## config.mk

```make
export PLATFORM = sky130hd
export DESIGN_NAME = mux4_rr_arbiter
export DESIGN_NICKNAME = d
export VERILOG_FILES = /design/src/rtl/mux4_rr_arbiter.sv
export SDC_FILE = /design/constraint.sdc
export NUM_CORES = 1
export LEC_CHECK = 0
export BUFFER_PORTS_ARGS = -buffer_cell sky130_fd_sc_hd__buf_2
export CORE_UTILIZATION = 45
export CTS_BUF_LIST = sky130_fd_sc_hd__clkbuf_8
export DETAILED_ROUTE_END_ITERATION = 10
export GPL_ROUTABILITY_DRIVEN = 0
export PLACE_DENSITY = 0.77
export REMOVE_ABC_BUFFERS = 1
export SLEW_MARGIN = 10
export SYNTH_ARGS = -nofsm -noshare
export SYNTH_HDL_FRONTEND = slang
export SYNTH_SLANG_ARGS = --single-unit
```

## constraint.sdc

```tcl
create_clock -name i_clk -period 2.5 [get_ports i_clk]
set_input_delay 0.125 -clock i_clk [delete_from_list [all_inputs] [get_ports i_clk]]
set_output_delay 0.125 -clock i_clk [all_outputs]
set_load 0.05 [all_outputs]
```

## src/rtl/mux4_rr_arbiter.sv

```systemverilog
`default_nettype none
// ============================================================================
//  Module   : mux4_rr_arbiter (with helper cell mux4_bit)
//  Purpose  : Round-robin arbiter that shares one 4:1 DATA_W-bit mux path
//             between four requesters. The owner is registered and drives the
//             mux select. Ownership is held until the owner drops its request
//             or strobes i_last. The released owner becomes lowest priority.
//  Ports    : i_clk, i_rst_n (async active-low)
//             i_req[3:0]  level requests       i_last[3:0] owner release strobe
//             i_data0..3  requester data words
//             o_gnt[3:0]  one-hot grant        o_sel[1:0]  owner index
//             o_valid     grant held           o_data      i_data[o_sel]
//             o_timeout   forced-release pulse
//  Options  : MUX4_ARB_TIMEOUT_EN - when defined, ownership is force-released
//             after MAX_HOLD consecutive owned cycles. When it is not defined,
//             o_timeout is tied to 0.
//  Revision : 1.0 - initial release
// ============================================================================

// One bit of the shared data path: a plain 4:1 selector.
module mux4_bit (
    input  logic [3:0] i_d,
    input  logic [1:0] i_sel,
    output logic       o_y
);
    assign o_y = i_d[i_sel];
endmodule

module mux4_rr_arbiter #(
    parameter int DATA_W   = 4,
    parameter int MAX_HOLD = 16
) (
    input  logic              i_clk,
    input  logic              i_rst_n,
    input  logic [3:0]        i_req,
    input  logic [3:0]        i_last,
    input  logic [DATA_W-1:0] i_data0,
    input  logic [DATA_W-1:0] i_data1,
    input  logic [DATA_W-1:0] i_data2,
    input  logic [DATA_W-1:0] i_data3,
    output logic [3:0]        o_gnt,
    output logic [1:0]        o_sel,
    output logic              o_valid,
    output logic [DATA_W-1:0] o_data,
    output logic              o_timeout
);

    typedef enum logic [0:0] {
        ST_IDLE = 1'b0,
        ST_OWN  = 1'b1
    } state_t;

    state_t     r_state, w_state_nxt;
    logic [1:0] r_ptr,   w_ptr_nxt;
    logic [1:0] r_sel,   w_sel_nxt;
    logic [3:0] r_gnt,   w_gnt_nxt;
    logic       r_valid, w_valid_nxt;
    logic       w_grant_new;

    // Arbitration inputs: candidate set and the index scanning starts from.
    logic [3:0] w_cand;
    logic [1:0] w_base;
    logic [1:0] w_win;
    logic       w_win_any;

    logic       w_rel_natural;
    logic       w_forced;
    logic       w_release;

    // Owner lets go when it drops its request or strobes its own i_last.
    assign w_rel_natural = (r_state == ST_OWN) && (!i_req[r_sel] || i_last[r_sel]);
    assign w_release     = w_rel_natural || w_forced;

    // While owning, the owner is masked out and scanning starts just above it,
    // so the outgoing owner can never win the re-arbitration on its release edge.
    always_comb begin
        if (r_state == ST_OWN) begin
            w_cand = i_req & ~r_gnt;
            w_base = r_sel + 2'd1;
        end else begin
            w_cand = i_req;
            w_base = r_ptr;
        end
    end

    // First set candidate scanning upward (mod 4) from w_base.
    always_comb begin
        logic [1:0] v_idx;
        w_win     = 2'd0;
        w_win_any = 1'b0;
        v_idx     = 2'd0;
        for (int i = 0; i < 4; i++) begin
            v_idx = w_base + 2'(i);
            if (!w_win_any && w_cand[v_idx]) begin
                w_win     = v_idx;
                w_win_any = 1'b1;
            end
        end
    end

    always_comb begin
        w_state_nxt = r_state;
        w_ptr_nxt   = r_ptr;
        w_sel_nxt   = r_sel;
        w_gnt_nxt   = r_gnt;
        w_valid_nxt = r_valid;
        w_grant_new = 1'b0;
        case (r_state)
            ST_IDLE: begin
                if (w_win_any) begin
                    w_state_nxt = ST_OWN;
                    w_sel_nxt   = w_win;
                    w_gnt_nxt   = 4'b0001 << w_win;
                    w_valid_nxt = 1'b1;
                    w_grant_new = 1'b1;
                end
            end
            ST_OWN: begin
                if (w_release) begin
                    w_ptr_nxt = r_sel + 2'd1;
                    if (w_win_any) begin
                        // Hand-over without an idle bubble.
                        w_sel_nxt   = w_win;
                        w_gnt_nxt   = 4'b0001 << w_win;
                        w_grant_new = 1'b1;
                    end else begin
                        // o_sel intentionally keeps the last owner.
                        w_state_nxt = ST_IDLE;
                        w_gnt_nxt   = 4'b0000;
                        w_valid_nxt = 1'b0;
                    end
                end
            end
            default: begin
                w_state_nxt = ST_IDLE;
                w_gnt_nxt   = 4'b0000;
                w_valid_nxt = 1'b0;
            end
        endcase
    end

    always_ff @(posedge i_clk or negedge i_rst_n) begin
        if (!i_rst_n) begin
            r_state <= ST_IDLE;
            r_ptr   <= 2'd0;
            r_sel   <= 2'd0;
            r_gnt   <= 4'b0000;
            r_valid <= 1'b0;
        end else begin
            r_state <= w_state_nxt;
            r_ptr   <= w_ptr_nxt;
            r_sel   <= w_sel_nxt;
            r_gnt   <= w_gnt_nxt;
            r_valid <= w_valid_nxt;
        end
    end

`ifdef MUX4_ARB_TIMEOUT_EN
    localparam int              c_hold_w   = (MAX_HOLD > 2) ? $clog2(MAX_HOLD) : 1;
    localparam logic [c_hold_w-1:0] c_hold_max = c_hold_w'(MAX_HOLD - 1);

    logic [c_hold_w-1:0] r_hold;
    logic                r_timeout;

    // Counter reads 0 on the first owned cycle, so reaching MAX_HOLD-1 means
    // MAX_HOLD owned cycles have elapsed. A natural release at that point
    // takes precedence and does not raise o_timeout.
    assign w_forced = (r_state == ST_OWN) && (r_hold == c_hold_max) && !w_rel_natural;

    always_ff @(posedge i_clk or negedge i_rst_n) begin
        if (!i_rst_n) begin
            r_hold    <= '0;
            r_timeout <= 1'b0;
        end else begin
            r_timeout <= w_forced;
            if (w_grant_new) begin
                r_hold <= '0;
            end else if (r_state == ST_OWN) begin
                r_hold <= r_hold + 1'b1;
            end
        end
    end

    assign o_timeout = r_timeout;
`else
    logic w_unused_cfg;

    assign w_forced     = 1'b0;
    assign o_timeout    = 1'b0;
    assign w_unused_cfg = (MAX_HOLD >= 2) ^ w_grant_new;
`endif

    // Shared data path, built bit by bit from 4:1 mux cells.
    for (genvar b = 0; b < DATA_W; b++) begin : g_mux
        mux4_bit u_bit (
            .i_d   ({i_data3[b], i_data2[b], i_data1[b], i_data0[b]}),
            .i_sel (r_sel),
            .o_y   (o_data[b])
        );
    end

    assign o_gnt   = r_gnt;
    assign o_sel   = r_sel;
    assign o_valid = r_valid;

endmodule
`default_nettype wire
```

==> results.md, run 1 <==
- The flow ran to the end, and the final reports show no timing, DRC or antenna violations.
- The die extent in x is 44.7 um.
- The reported leakage power is 0.511 nW.
- Dividing the detail-routed wire length by the instance count gives roughly 15 um.
- The achievable clock frequency is about 0.54 GHz.
- The via count of the first global-routing pass is ~700.
- The total setup buffers inserted after CTS is 0.
- The count of distinct cell types in the synthesized netlist is 33.
- A synthesized cell averages around 11 um^2.
- The critical path endpoint is o_gnt[1].
- The remaining antenna violation count after routing is 0.
- The routed wire length is around 2.0 mm.
- Across the whole layout, storage elements account for roughly 250 um^2.
- Synthesis produced 77 cells.
- The clock input transition at the sequential cells of the worst setup and hold paths is ~0.050 ns.
- CTS saw 10 sinks.
- The tree is rooted in a sky130_fd_sc_hd__clkbuf_8.
- The first TritonRoute pass finished after 4 iterations.
- The power density of the placed cells is around 1400 mW/mm^2.
- The peak fanout along the critical path is 13.
- The floorplan has 15 rows.
- In the finished design, the share of the clock period the worst path needs comes to between 70% and 80%.
- The number of endpoints failing setup at the final stage is 0.
- Final hold analysis gives a worst-case slack of around 0.24 ns.
- The number of placed I/O pins is 38.
- The first global-routing pass estimated roughly 3.0 mm of wire.
- Summing every instance area after synthesis gives 822 um^2.
- The detailed router placed 721 vias in this run.
- The number of max-cap violations is 0.
- Yosys printed 0 warnings.
- The total global routing overflow is 0.
- The TritonCTS buffer count is 3.
- The post-synthesis cell type with the largest combined area is sky130_fd_sc_hd__dfrtp_1.
- Summing all multi-input logic gate instances after layout gives about 500 um^2.
- Setup repair after global routing left no endpoint under its margin.
- The max-slew violation total from the final report was 0.
- The category of the worst setup path capture point is a flip-flop.
- The required time at the endpoint of the critical path is between 2 and 3 ns.
- The critical path is of the reg2reg type.
- The worst flop-to-flop path startpoint is r_state.
- TritonCTS built the clock tree.
- For this configuration, the core starts out at a cell density of a little under half.
- The smallest clock period supported by the final layout is computed as about 1.9 ns.
- Detailed placement finished with a half-perimeter wire length of approximately 1.5 mm.
- The post-cts resize count is 0.
- In the layout the commonest cells are sky130_fd_sc_hd__buf_2, sky130_fd_sc_hd__dfrtp_1, sky130_fd_sc_hd__nand2b_1.
- The maximum number of pins on one net before global-route repair is 14.
- The clock reaches the later pin of the worst-skew pair after about 0.24 ns.
- The fraction of the yosys area taken by sequential cells is about 30%.
- The number of antenna violations at the first check in global routing is 0.
- The final setup skew is ~0.0071 ns.
- The count of routing violations after the opening detailed-route iteration is 13.
- After synthesis the netlist holds a flip-flop and latch count of 10.
- In the routed design, unresolved DRC markers number 0.
- Using the TritonRoute via totals, the vias-per-cell ratio works out to ~5.3.
- Yosys attributes the largest share of cell area to sky130_fd_sc_hd__dfrtp_1, sky130_fd_sc_hd__mux4_1, sky130_fd_sc_hd__buf_4.
- Across the VDD grid, the largest voltage drop is between 0.0007 and 0.0008 V.
- The endpoint identified for the worst register-to-register timing path is o_gnt[1].
- For this run, the total global-route usage over all layers was measured as around 22%.
- The H-tree depth is 1.
- The kind of launch point of the worst setup path is a flip-flop.
- The total design power is roughly 1.4 mW.
- The area added between synthesis and finish is 26.2%.
- The core region is ~0.0017 mm^2.
- The most common cell after layout, fill and taps aside is sky130_fd_sc_hd__buf_2.
- The final count of hold timing violations came to 0.
- The number of cells on the worst reg-to-reg path is 4.
- The port buffer count is 36.
- The layout filler cell count is 167.
- The number of buffers between clock root and the deepest sink is 2.
- The start point of the critical path is r_state.
- The final layout contains between 100 and 150 nets.
- The path type of the worst min-delay path is in2reg.
- The die area is approximately 0.002 mm^2.
- The slack of the worst reg-to-reg path is ~0.64 ns.
- In the final timing run, aggregate negative setup slack is 0 ns.
- The signal arrival time at the worst endpoint is roughly 2.0 ns.
- The antenna diode instance count is 0.
- The share of final-layout standard cells stronger than drive strength 1 is a little under half.
- The die is 44.7 um tall.
- The area share of the largest cell type after synthesis is a little under a third.
-- flip-flops by register name, indices dropped and copies added (netlist names) --
| signal | flops |
|---|---|
| r_ptr | 2 |
| o_valid | 1 |
| o_gnt | 4 |
| o_sel | 2 |
| r_state | 1 |
-- synthesized netlist by cell type --
master	instances
sky130_fd_sc_hd__o211ai_1	1
sky130_fd_sc_hd__and2_1	1
sky130_fd_sc_hd__mux2i_1	1
sky130_fd_sc_hd__buf_2	1
sky130_fd_sc_hd__conb_1	1
sky130_fd_sc_hd__nand2b_1	7
sky130_fd_sc_hd__o21ai_0	4
sky130_fd_sc_hd__buf_6	1
sky130_fd_sc_hd__nand3_1	2
sky130_fd_sc_hd__o22ai_1	2
sky130_fd_sc_hd__a32o_1	1
sky130_fd_sc_hd__mux2i_2	1
sky130_fd_sc_hd__inv_1	5
sky130_fd_sc_hd__dfrtp_1	10
sky130_fd_sc_hd__nor4_1	1
sky130_fd_sc_hd__mux4_2	2
sky130_fd_sc_hd__a21bo_2	2
sky130_fd_sc_hd__buf_4	6
sky130_fd_sc_hd__a21boi_0	2
sky130_fd_sc_hd__o32ai_4	1
sky130_fd_sc_hd__mux2_2	1
sky130_fd_sc_hd__nor3_2	1
sky130_fd_sc_hd__or2_1	1
sky130_fd_sc_hd__nand2_1	6
sky130_fd_sc_hd__mux4_1	3
sky130_fd_sc_hd__xor2_1	1
sky130_fd_sc_hd__a22o_1	4
sky130_fd_sc_hd__a21o_1	1
sky130_fd_sc_hd__a32oi_1	3
sky130_fd_sc_hd__or3_4	1
sky130_fd_sc_hd__nor2_1	1
sky130_fd_sc_hd__o21ba_1	1
sky130_fd_sc_hd__o21ai_2	1
-- logic make-up after synthesis --
| logic type | count (synthesis) | share of synthesized area (%) |
|---|---|---|
| DFF | 10 | 30.4 |
| other | 1 | 0.456 |
| AOI/OAI and AO/OA | 23 | 24.4 |
| and+or+nand+nor | 21 | 14.6 |
| buffers and inverters | 13 | 9.74 |
| muxes | 8 | 19.3 |
| xor gates and xnor gates | 1 | 1.07 |
-- how the worst min path moves through the flow --
stage | startpoint | endpoint | slack, ns | cells after the start
after detailed placement | i_rst_n | r_state | -0.002 | 1
after global placement | i_rst_n | r_state | -0.004 | 1
after CTS | i_req[3] | o_valid | 0.23 | 3
after floorplan | i_rst_n | o_gnt[0] | -0.17 | 0
after global routing | i_req[2] | o_valid | 0.25 | 3
final | i_req[1] | o_valid | 0.24 | 3
-- layer usage --
metal,global-route usage (%),part of all wire (%),vias up
met5,0,0,-
met4,7.27,0.56,0
met3,7.20,6.1,3
met2,34.1,51,27
met1,28.5,43,339
li1,-,-,352
-- metrics by stage --
stage	std cells	util [%]	worst slack, ns	area (um^2)
CTS	135	60.1	0.665	1040
floorplan	69	-	0.478	761
global route	135	60.1	0.519	1040
detailed placement	130	56.3	0.673	972
finish	135	60.1	0.642	1040
global placement	130	56.3	0.739	972
-- cell type report --
type,count,area share (%)
well taps,25,3.02
repair buffers,37,18.3
multi-input cells,54,47.4
clock buffers,4,5.31
flip-flops and latches,10,24.1
inverters,5,1.81
-- repair_timing --
action / in CTS / in global routing
endpoints found under the hold margin: 10 / 0
hold buffers: 1 / 0
setup endpoints to repair: 0 / 0
-- worst max-delay path, stage by stage (launching register included) --
cell                       delay (ns)
sky130_fd_sc_hd__dfrtp_1         0.53
sky130_fd_sc_hd__a21boi_0        0.46
sky130_fd_sc_hd__o211ai_1        0.20
sky130_fd_sc_hd__a32o_1          0.33
sky130_fd_sc_hd__a22o_1          0.21
-- where the power goes --
part	internal (mW)	switching, mW
registers	0.234	0.104
clock network	0.139	0.0674
logic	0.331	0.569
total	0.704	0.740
(Power assumes the default switching activity.)
==> run 2: changes to the inputs <==
--- a/config.mk
+++ b/config.mk
@@ -6,7 +6,7 @@
 export NUM_CORES = 1
 export LEC_CHECK = 0
 export BUFFER_PORTS_ARGS = -buffer_cell sky130_fd_sc_hd__buf_2
-export CORE_UTILIZATION = 45
+export CORE_UTILIZATION = 43
 export CTS_BUF_LIST = sky130_fd_sc_hd__clkbuf_8
 export DETAILED_ROUTE_END_ITERATION = 10
 export GPL_ROUTABILITY_DRIVEN = 0
==> constraint.sdc (replaced) <==
create_clock -name i_clk -period 1.5 [get_ports i_clk]
set_input_delay 0.075 -clock i_clk [delete_from_list [all_inputs] [get_ports i_clk]]
set_output_delay 0.075 -clock i_clk [all_outputs]
set_load 0.05 [all_outputs]
==> run 2 against run 1 <==
The run now ends with setup timing left. Flip-flop and latch count did not move. Cell count rose by 16%. Critical path depth did not move. Sequential share of layout area fell by 4.5 points. Critical endpoint is now o_data[2].
==> results.md, run 2 (synthesized netlist as in run 1, its figures left out) <==
- The number of antenna violations at the first check in global routing is 0 (unchanged).
- The most common cell after layout, fill and taps aside is sky130_fd_sc_hd__buf_2.
- The vertical die dimension came to 45.7 um (+2.2%).
- The final critical path takes up 113% of the cycle.
- The global-route wire length before repair is 3.59 mm (+18%).
- The final count of hold timing violations is 0 (unchanged).
- The clock latency on the worst-skew pair was 0.24 ns (about the same).
- The maximum number of pins on one net before global-route repair was 11 (-3).
- The reported leakage power came to 0.630 nW (+23%).
- The power density of the placed cells is 2410 mW/mm^2 (+73%).
- The number of placed I/O pins is 38 (unchanged).
- The area added between synthesis and finish is 56.3%.
- On the critical path the largest part of the delay comes from multiplexers.
- The routed wire length was 2.70 mm (+37%).
- The max-slew violation total from the final report came to 0 (unchanged).
- The peak supply drop came to 0.00135 V (+78%).
- The average wire length per cell after detail routing came to 17.2 um (+18%).
- The final setup skew was 0.00457 ns (-0.00253 ns).
- The total routing resource utilization after global routing was 23.7% (+1.9 points).
- The via count of the first global-routing pass is 831 (+22%).
- The TritonCTS buffer count came to 3 (unchanged).
- The path class of the tightest hold or removal check is in2async.
- The signal arrival time at the worst endpoint is 1.62 ns (-0.37 ns).
- The total non-filler cell area in the finished layout came to 0.00128 mm^2 (+24%).
- The clock input transition at the sequential cells of the worst setup and hold paths is 0.05 ns (about the same).
- The worst register-to-register path begins at r_state.
- The HPWL reported at the end of detailed placement is 1.63 mm (+5.7%).
- The post-place setup slack was -0.207 ns (-0.881 ns).
- The share of final-layout standard cells stronger than drive strength 1 is 63.6% (+18 points).
- The critical path's largest stage delay came to 0.53 ns (about the same).
- The slack of the worst reg-to-reg path is -0.18 ns (-0.82 ns).
- The area of the core region is 0.00176 mm^2 (+2.2%).
- The highest-delay cell along the critical path is sky130_fd_sc_hd__mux4_2.
- The achievable clock frequency is between 0.5 and 0.6 GHz.
- The number of sinks on the clock net is 10 (unchanged).
- The count of non-filler cells in the finished layout is 157 (+16%).
- The number of max-cap violations is 0 (unchanged).
- The number of buffers between clock root and the deepest sink is 2 (unchanged).
- The required time at the endpoint of the critical path is 1.42 ns (-1.21 ns).
- The per-cell via count in the routed design was 5.52 (+3.3%).
- The port buffer count is 36 (unchanged).
- The checks that failed: setup timing.
- In this run the clock root is driven by a sky130_fd_sc_hd__clkbuf_8.
- By instance count, the cell type seen most on the critical path is sky130_fd_sc_hd__buf_6.
- The final hold slack is 0.237 ns (+0.00183 ns).
- The end of the worst register-to-register path is o_gnt[1].
- In this run the worst setup path begins at o_sel[0].
- The category of the worst setup path capture point is an output port.
- Setup repair after global routing could not meet its margin everywhere.
- The number of detailed-route iterations in the first pass is 6 (+2).
- The remaining antenna violation count after routing is 0 (unchanged).
- The die extent in x came to 45.7 um (+2.2%).
- The total cell area at the placement stage is 0.00108 mm^2 (+12%).
- The instance count on the critical path is 4 (unchanged).
- TritonCTS built the clock tree.
- The worst setup path category is reg2out.
- The final-stage net count is 159 (+16%).
- The final core utilization is 72.8% (+13 points).
- The critical path endpoint is o_data[2].
- The final critical path time including I/O delays and setup is between 1.5 and 2 ns.
- The count of routing violations after the opening detailed-route iteration is 41 (+28).
- The number of standard-cell rows in the floorplan is 15 (unchanged).
- The die area is 0.00209 mm^2 (+4.5%).
- The kind of launch point of the worst setup path is a flip-flop.
- Leaving out fill and tap cells, the most frequent cells in the layout are sky130_fd_sc_hd__buf_2, sky130_fd_sc_hd__buf_4, sky130_fd_sc_hd__dfrtp_1, sky130_fd_sc_hd__buf_6, sky130_fd_sc_hd__nand2b_1.
- The antenna diode instance count is 0 (unchanged).
- The flip-flop count of the largest register after layout is 4 (unchanged).
- The number of buffers and inverters on the critical path is 3 (+3).
- The layout filler cell count is 122 (-27%).
- The run finished, with violations left.
- The total global routing overflow is 0 (unchanged).
- The count of cells along the worst register-to-register path is 6 (+2).
- The final critical-path setup slack came to -0.192 ns (-0.835 ns).
- The peak fanout along the critical path was 5 (-8).
- The H-tree depth came to 1 (unchanged).
- The starting density of the core is 46.6% (-1.0 points).
- Traced cell by cell, the critical path runs through buf_6 > buf_6 > mux4_2 > buf_6.
- The total vias in the final route came to 866 (+20%).
- The remaining design rule violation count was 0 (unchanged).
- The number of endpoints failing setup at the final stage is 11 (+11).
- The number of cells in the design after placement came to 145 (+12%).
[run 2: cell count changes in the layout (fill, tap and decap cells not counted), moves of 2 or more]
| cell | previous run | this run |
|---|---|---|
| sky130_fd_sc_hd__buf_6 | 0 | 8 |
| sky130_fd_sc_hd__a21boi_0 | 2 | 0 |
| sky130_fd_sc_hd__o21ai_0 | 4 | 2 |
| sky130_fd_sc_hd__a21boi_1 | 0 | 2 |
| sky130_fd_sc_hd__dfrtp_1 | 10 | 8 |
| sky130_fd_sc_hd__mux4_2 | 2 | 5 |
| sky130_fd_sc_hd__mux4_1 | 3 | 0 |
| sky130_fd_sc_hd__dfrtp_2 | 0 | 2 |
| sky130_fd_sc_hd__buf_4 | 0 | 18 |
| sky130_fd_sc_hd__buf_2 | 36 | 32 |
| sky130_fd_sc_hd__o21ai_1 | 0 | 2 |
[run 2: how the worst min path moves through the flow]
stage / start / to / slack (ns) / depth (start not counted)
floorplan: i_rst_n / o_gnt[0] / -0.22 / 0
global placement: i_rst_n / o_gnt[2] / -0.05 / 1
detailed placement: i_rst_n / o_gnt[2] / -0.05 / 1
CTS: i_rst_n / o_gnt[2] / 0.24 / 2
global route: i_rst_n / o_gnt[2] / 0.26 / 2
finish: i_rst_n / o_gnt[2] / 0.24 / 2
[run 2: routing by layer]
layer,global-route usage [%],wire (um)
met1,32.2,1110
met2,38.3,1410
met5,0,0
met3,2.78,158
met4,10.0,19
[run 2: layout make-up]
cell class              instances  area [um^2]  share of cell area [%]
multi-input cells              54          532                    41.4
well taps                      25         31.3                    2.43
inverters                       5         18.8                    1.46
repair buffers                 59          395                    30.8
flip-flops and latches         10          253                    19.7
clock buffers                   4         55.1                    4.28
[run 2: power by group]
| group | switching (mW) | internal (mW) |
|---|---|---|
| Sequential | 0.128 | 0.395 |
| Combinational | 1.22 | 1.00 |
| Clock | 0.110 | 0.231 |
[run 2: metrics by stage]
stage | total power, mW | setup TNS (ns)
after global placement | 2.23 | -0.993
final | 3.09 | -1.68
after detailed placement | 2.26 | -1.10
after global routing | 3.22 | -2.16
after CTS | 2.80 | -1.15
after floorplan | 1.73 | -4.73
[run 2: repair_timing]
| action | 4_1_cts | 5_1_grt |
|---|---|---|
| endpoints found under the hold margin | 10 | 0 |
| gates resized for setup | 19 | 11 |
| setup endpoints to repair | 12 | 13 |
| hold buffers | 1 | 0 |
| pin swaps | 3 | 7 |
| setup buffers | 3 | 4 |
[run 2: worst register-to-register path: cells and delay by family (launching register included)]
kind / cells / cell delay, ns
buffers and inverters: 1 / 0.15
AOI/OAI and AO/OA: 3 / 0.61
and+or+nand+nor: 1 / 0.27
muxes: 1 / 0.13
DFF: 1 / 0.46
==> run 3: changes to the inputs <==
--- a/config.mk
+++ b/config.mk
@@ -6,11 +6,12 @@
 export NUM_CORES = 1
 export LEC_CHECK = 0
 export BUFFER_PORTS_ARGS = -buffer_cell sky130_fd_sc_hd__buf_2
-export CORE_UTILIZATION = 43
+export CORE_MARGIN = 3
+export CORE_UTILIZATION = 40
 export CTS_BUF_LIST = sky130_fd_sc_hd__clkbuf_8
 export DETAILED_ROUTE_END_ITERATION = 10
 export GPL_ROUTABILITY_DRIVEN = 0
-export PLACE_DENSITY = 0.77
+export PLACE_DENSITY_LB_ADDON = 0.1
 export REMOVE_ABC_BUFFERS = 1
 export SLEW_MARGIN = 10
 export SYNTH_ARGS = -nofsm -noshare
==> run 3 against run 2 <==
Hold slack worse by 0.018 ns. Clock power increased by 6.2%. The flow still finishes with violations (setup timing). First-iteration DRC count decreased by 71%. Setup slack improved by 0.0095 ns. Combinational power about the same.
==> results.md, run 3 (synthesized netlist as in run 1, its figures left out) <==
- The share of the clock period used by the worst path is 112% (-0.63 points).
- The port buffer count came to 36 (unchanged).
- The maximum number of pins on one net before global-route repair is 11 (unchanged).
- The total vias in the final route is 838 (-3.2%).
- TritonCTS built the clock tree.
- The flip-flop count of the largest register after layout is 4 (unchanged).
- The per-cell via count in the routed design came to 5.30 (-3.8%).
- The remaining antenna violation count after routing is 0 (unchanged).
- The net switching power is 1.46 mW (about the same).
- The final total negative setup slack came to -1.16 ns (+0.525 ns).
- The library cell used most frequently in the layout, excluding fill and tap cells, is sky130_fd_sc_hd__buf_2.
- The power density of the placed cells is 2390 mW/mm^2 (-0.75%).
- The worst flop-to-flop path startpoint is o_sel[1].
- The die extent in x is 51.3 um (+12%).
- The number of buffers between clock root and the deepest sink was 2 (unchanged).
- The number of max-cap violations is 0 (unchanged).
- Leaving out fill and tap cells, the most frequent cells in the layout are sky130_fd_sc_hd__buf_2, sky130_fd_sc_hd__buf_4, sky130_fd_sc_hd__dfrtp_1.
- The final-stage net count is 160 (+0.63%).
- The required time at the endpoint of the critical path came to 1.63 ns (+0.21 ns).
- The number of detailed-route iterations in the first pass is 4 (-2).
- The clock input transition at the sequential cells of the worst setup and hold paths came to 0.06 ns (about the same).
- The logic gate share of total power is 71.8% (-0.2 points).
- The achievable clock frequency came to 0.594 GHz (+0.56%).
- The endpoint identified for the worst register-to-register timing path is o_gnt[2].
- The peak fanout along the critical path came to 4 (-1).
- The die area came to 0.00264 mm^2 (+26%).
- The routed wire length was 2.52 mm (-6.5%).
- The vertical die dimension is 51.3 um (+12%).
- The number of antenna violations at the first check in global routing was 0 (unchanged).
- The setup path with the least slack is of type reg2reg.
- The number of buffers and inverters on the critical path is 0 (-3).
- Setup repair after global routing could not meet its margin everywhere.
- The count of cells along the worst register-to-register path is 4 (-2).
- The slowest stage of the critical path is the sky130_fd_sc_hd__mux4_2 cell.
- The signal on the critical path passes through mux4_2 > o32ai_4 > o21ba_4 > a22o_1.
- The category of the worst setup path capture point is a flip-flop.
- The TritonCTS buffer count is 3 (unchanged).
- The HPWL reported at the end of detailed placement is 1.82 mm (+11%).
- The peak supply drop is 0.00181 V (+34%).
- The power share of the sequential group is 16.6% (-0.3 points).
- The via count of the first global-routing pass is 920 (+11%).
- The number of standard-cell rows in the floorplan is 15 (unchanged).
- The total design power came to 3.14 mW (+1.4%).
- The post-place setup slack is -0.229 ns (-0.0218 ns).
- The final reports fail on setup timing.
- The area added between synthesis and finish is 59.7%.
- The final critical path time including I/O delays and setup is 1.68 ns (-0.00949 ns).
- The starting density of the core is 44.7% (-1.9 points).
- The most critical setup path has its endpoint at o_gnt[2].
- The area of the core region is 0.00184 mm^2 (+4.3%).
- The slack of the worst reg-to-reg path is -0.18 ns (about the same).
- The remaining design rule violation count is 0 (unchanged).
- The average wire length per cell after detail routing is 15.9 um (-7.1%).
- The layout filler cell count is 146 (+20%).
- The total routing resource utilization after global routing came to 21.0% (-2.7 points).
- The share of power burned in the clock network is 11.5% (+0.5 points).
- The signal arrival time at the worst endpoint is 1.82 ns (+0.20 ns).
- The max-slew violation total from the final report is 0 (unchanged).
- The H-tree depth is 1 (unchanged).
- The final critical-path setup slack is -0.183 ns (+0.00949 ns).
- The number of placed I/O pins was 38 (unchanged).
- The final count of hold timing violations is 0 (unchanged).
- The internal power of the cells was 1.67 mW (+2.6%).
- The critical path's largest stage delay is 0.59 ns (+0.06 ns).
- The tightest min-delay check is of the in2async type.
- The net switching share of the total power is 46.7% (-0.65 points).
- The final core utilization is 71.4% (-1.5 points).
- The share of final-layout standard cells stronger than drive strength 1 came to 66.9% (+3.3 points).
- The global-route wire length before repair is 4.12 mm (+15%).
- The count of routing violations after the opening detailed-route iteration is 12 (-71%).
- Tracing the worst setup path back leads to its startpoint at o_sel[1].
- The flow ran to the end, but the final reports show violations.
- The number of sinks on the clock net is 10 (unchanged).
- The reported leakage power came to 0.636 nW (+1.0%).
- The number of endpoints failing setup at the final stage is 12 (+1).
- The gate family responsible for the most delay along the worst path is multiplexers.
- The clock latency on the worst-skew pair was 0.25 ns (about the same).
- The final setup skew is 0.00344 ns (-0.00112 ns).
- The instance count on the critical path is 4 (unchanged).
- STA classifies the critical path startpoint as a flip-flop.
- The total global routing overflow is 0 (unchanged).
- The tree is rooted in a sky130_fd_sc_hd__clkbuf_8.
- The antenna diode instance count came to 0 (unchanged).
## run 3: cell types whose count changed in the layout (fill, tap and decap cells not counted)
cell                       before  now
sky130_fd_sc_hd__buf_6          8    6
sky130_fd_sc_hd__dfrtp_1        8    7
sky130_fd_sc_hd__a21boi_2       0    1
sky130_fd_sc_hd__a32oi_2        1    3
sky130_fd_sc_hd__a21boi_1       2    1
sky130_fd_sc_hd__buf_8          0    1
sky130_fd_sc_hd__dfrtp_2        2    3
sky130_fd_sc_hd__a32oi_1        2    0
sky130_fd_sc_hd__buf_4         18   20
## run 3: final cells by class
class	count	area, um^2	share of cell area [%]
clock buffer	4	55.1	4.19
inverter	5	18.8	1.43
multi-input combinational	54	551	41.9
sequential	10	254	19.4
tap	25	31.3	2.38
timing repair buffer	60	403	30.7
## run 3: worst min path at each step
stage,slack (ns),startpoint,to,cells after the start
final,0.22,i_rst_n,o_valid,2
after global placement,-0.05,i_rst_n,o_valid,1
after CTS,0.22,i_rst_n,o_valid,2
after floorplan,-0.22,i_rst_n,o_gnt[0],0
after global routing,0.26,i_rst_n,o_valid,2
after detailed placement,-0.04,i_rst_n,o_valid,1
## run 3: power groups by stage
stage | combinational, mW | clock (mW) | sequential, mW
after floorplan | 0.934 | 0 | 0.796
after global placement | 1.79 | 0 | 0.496
after detailed placement | 1.83 | 0 | 0.496
after CTS | 2.04 | 0.362 | 0.495
after global routing | 2.40 | 0.377 | 0.538
final | 2.25 | 0.362 | 0.521
## run 3: timing repair
item                                    in CTS  in global routing
buffers inserted                             6                  2
endpoints found under the hold margin       10                  0
endpoints found under the setup margin      14                 13
pin swaps                                    3                  5
gates cloned                                 0                  0
hold buffers                                 1                  0
resized for setup                           17                 20
## run 3: worst register-to-register path: cells and delay by family, from the launching register on
family,cells,cell delay [ns]
AOI/OAI and AO/OA,3,0.55
DFF,1,0.43
muxes,1,0.59
## run 3: through the flow
| step | hold slack [ns] | area [um^2] | std cells |
|---|---|---|---|
| floorplan | -0.221 | 761 | 69 |
| global placement | -0.0488 | 1100 | 147 |
| detailed placement | -0.0437 | 1100 | 147 |
| CTS | 0.224 | 1220 | 157 |
| global route | 0.255 | 1310 | 158 |
| finish | 0.219 | 1310 | 158 |
## run 3: metal layers
metal  wire, um  track usage, %  vias to the layer above
li1           -               -                      394
met1       1070            24.8                      408
met2       1240            33.9                       29
met3        143            5.54                        7
met4         65            12.7                        0
met5          0               0                        -
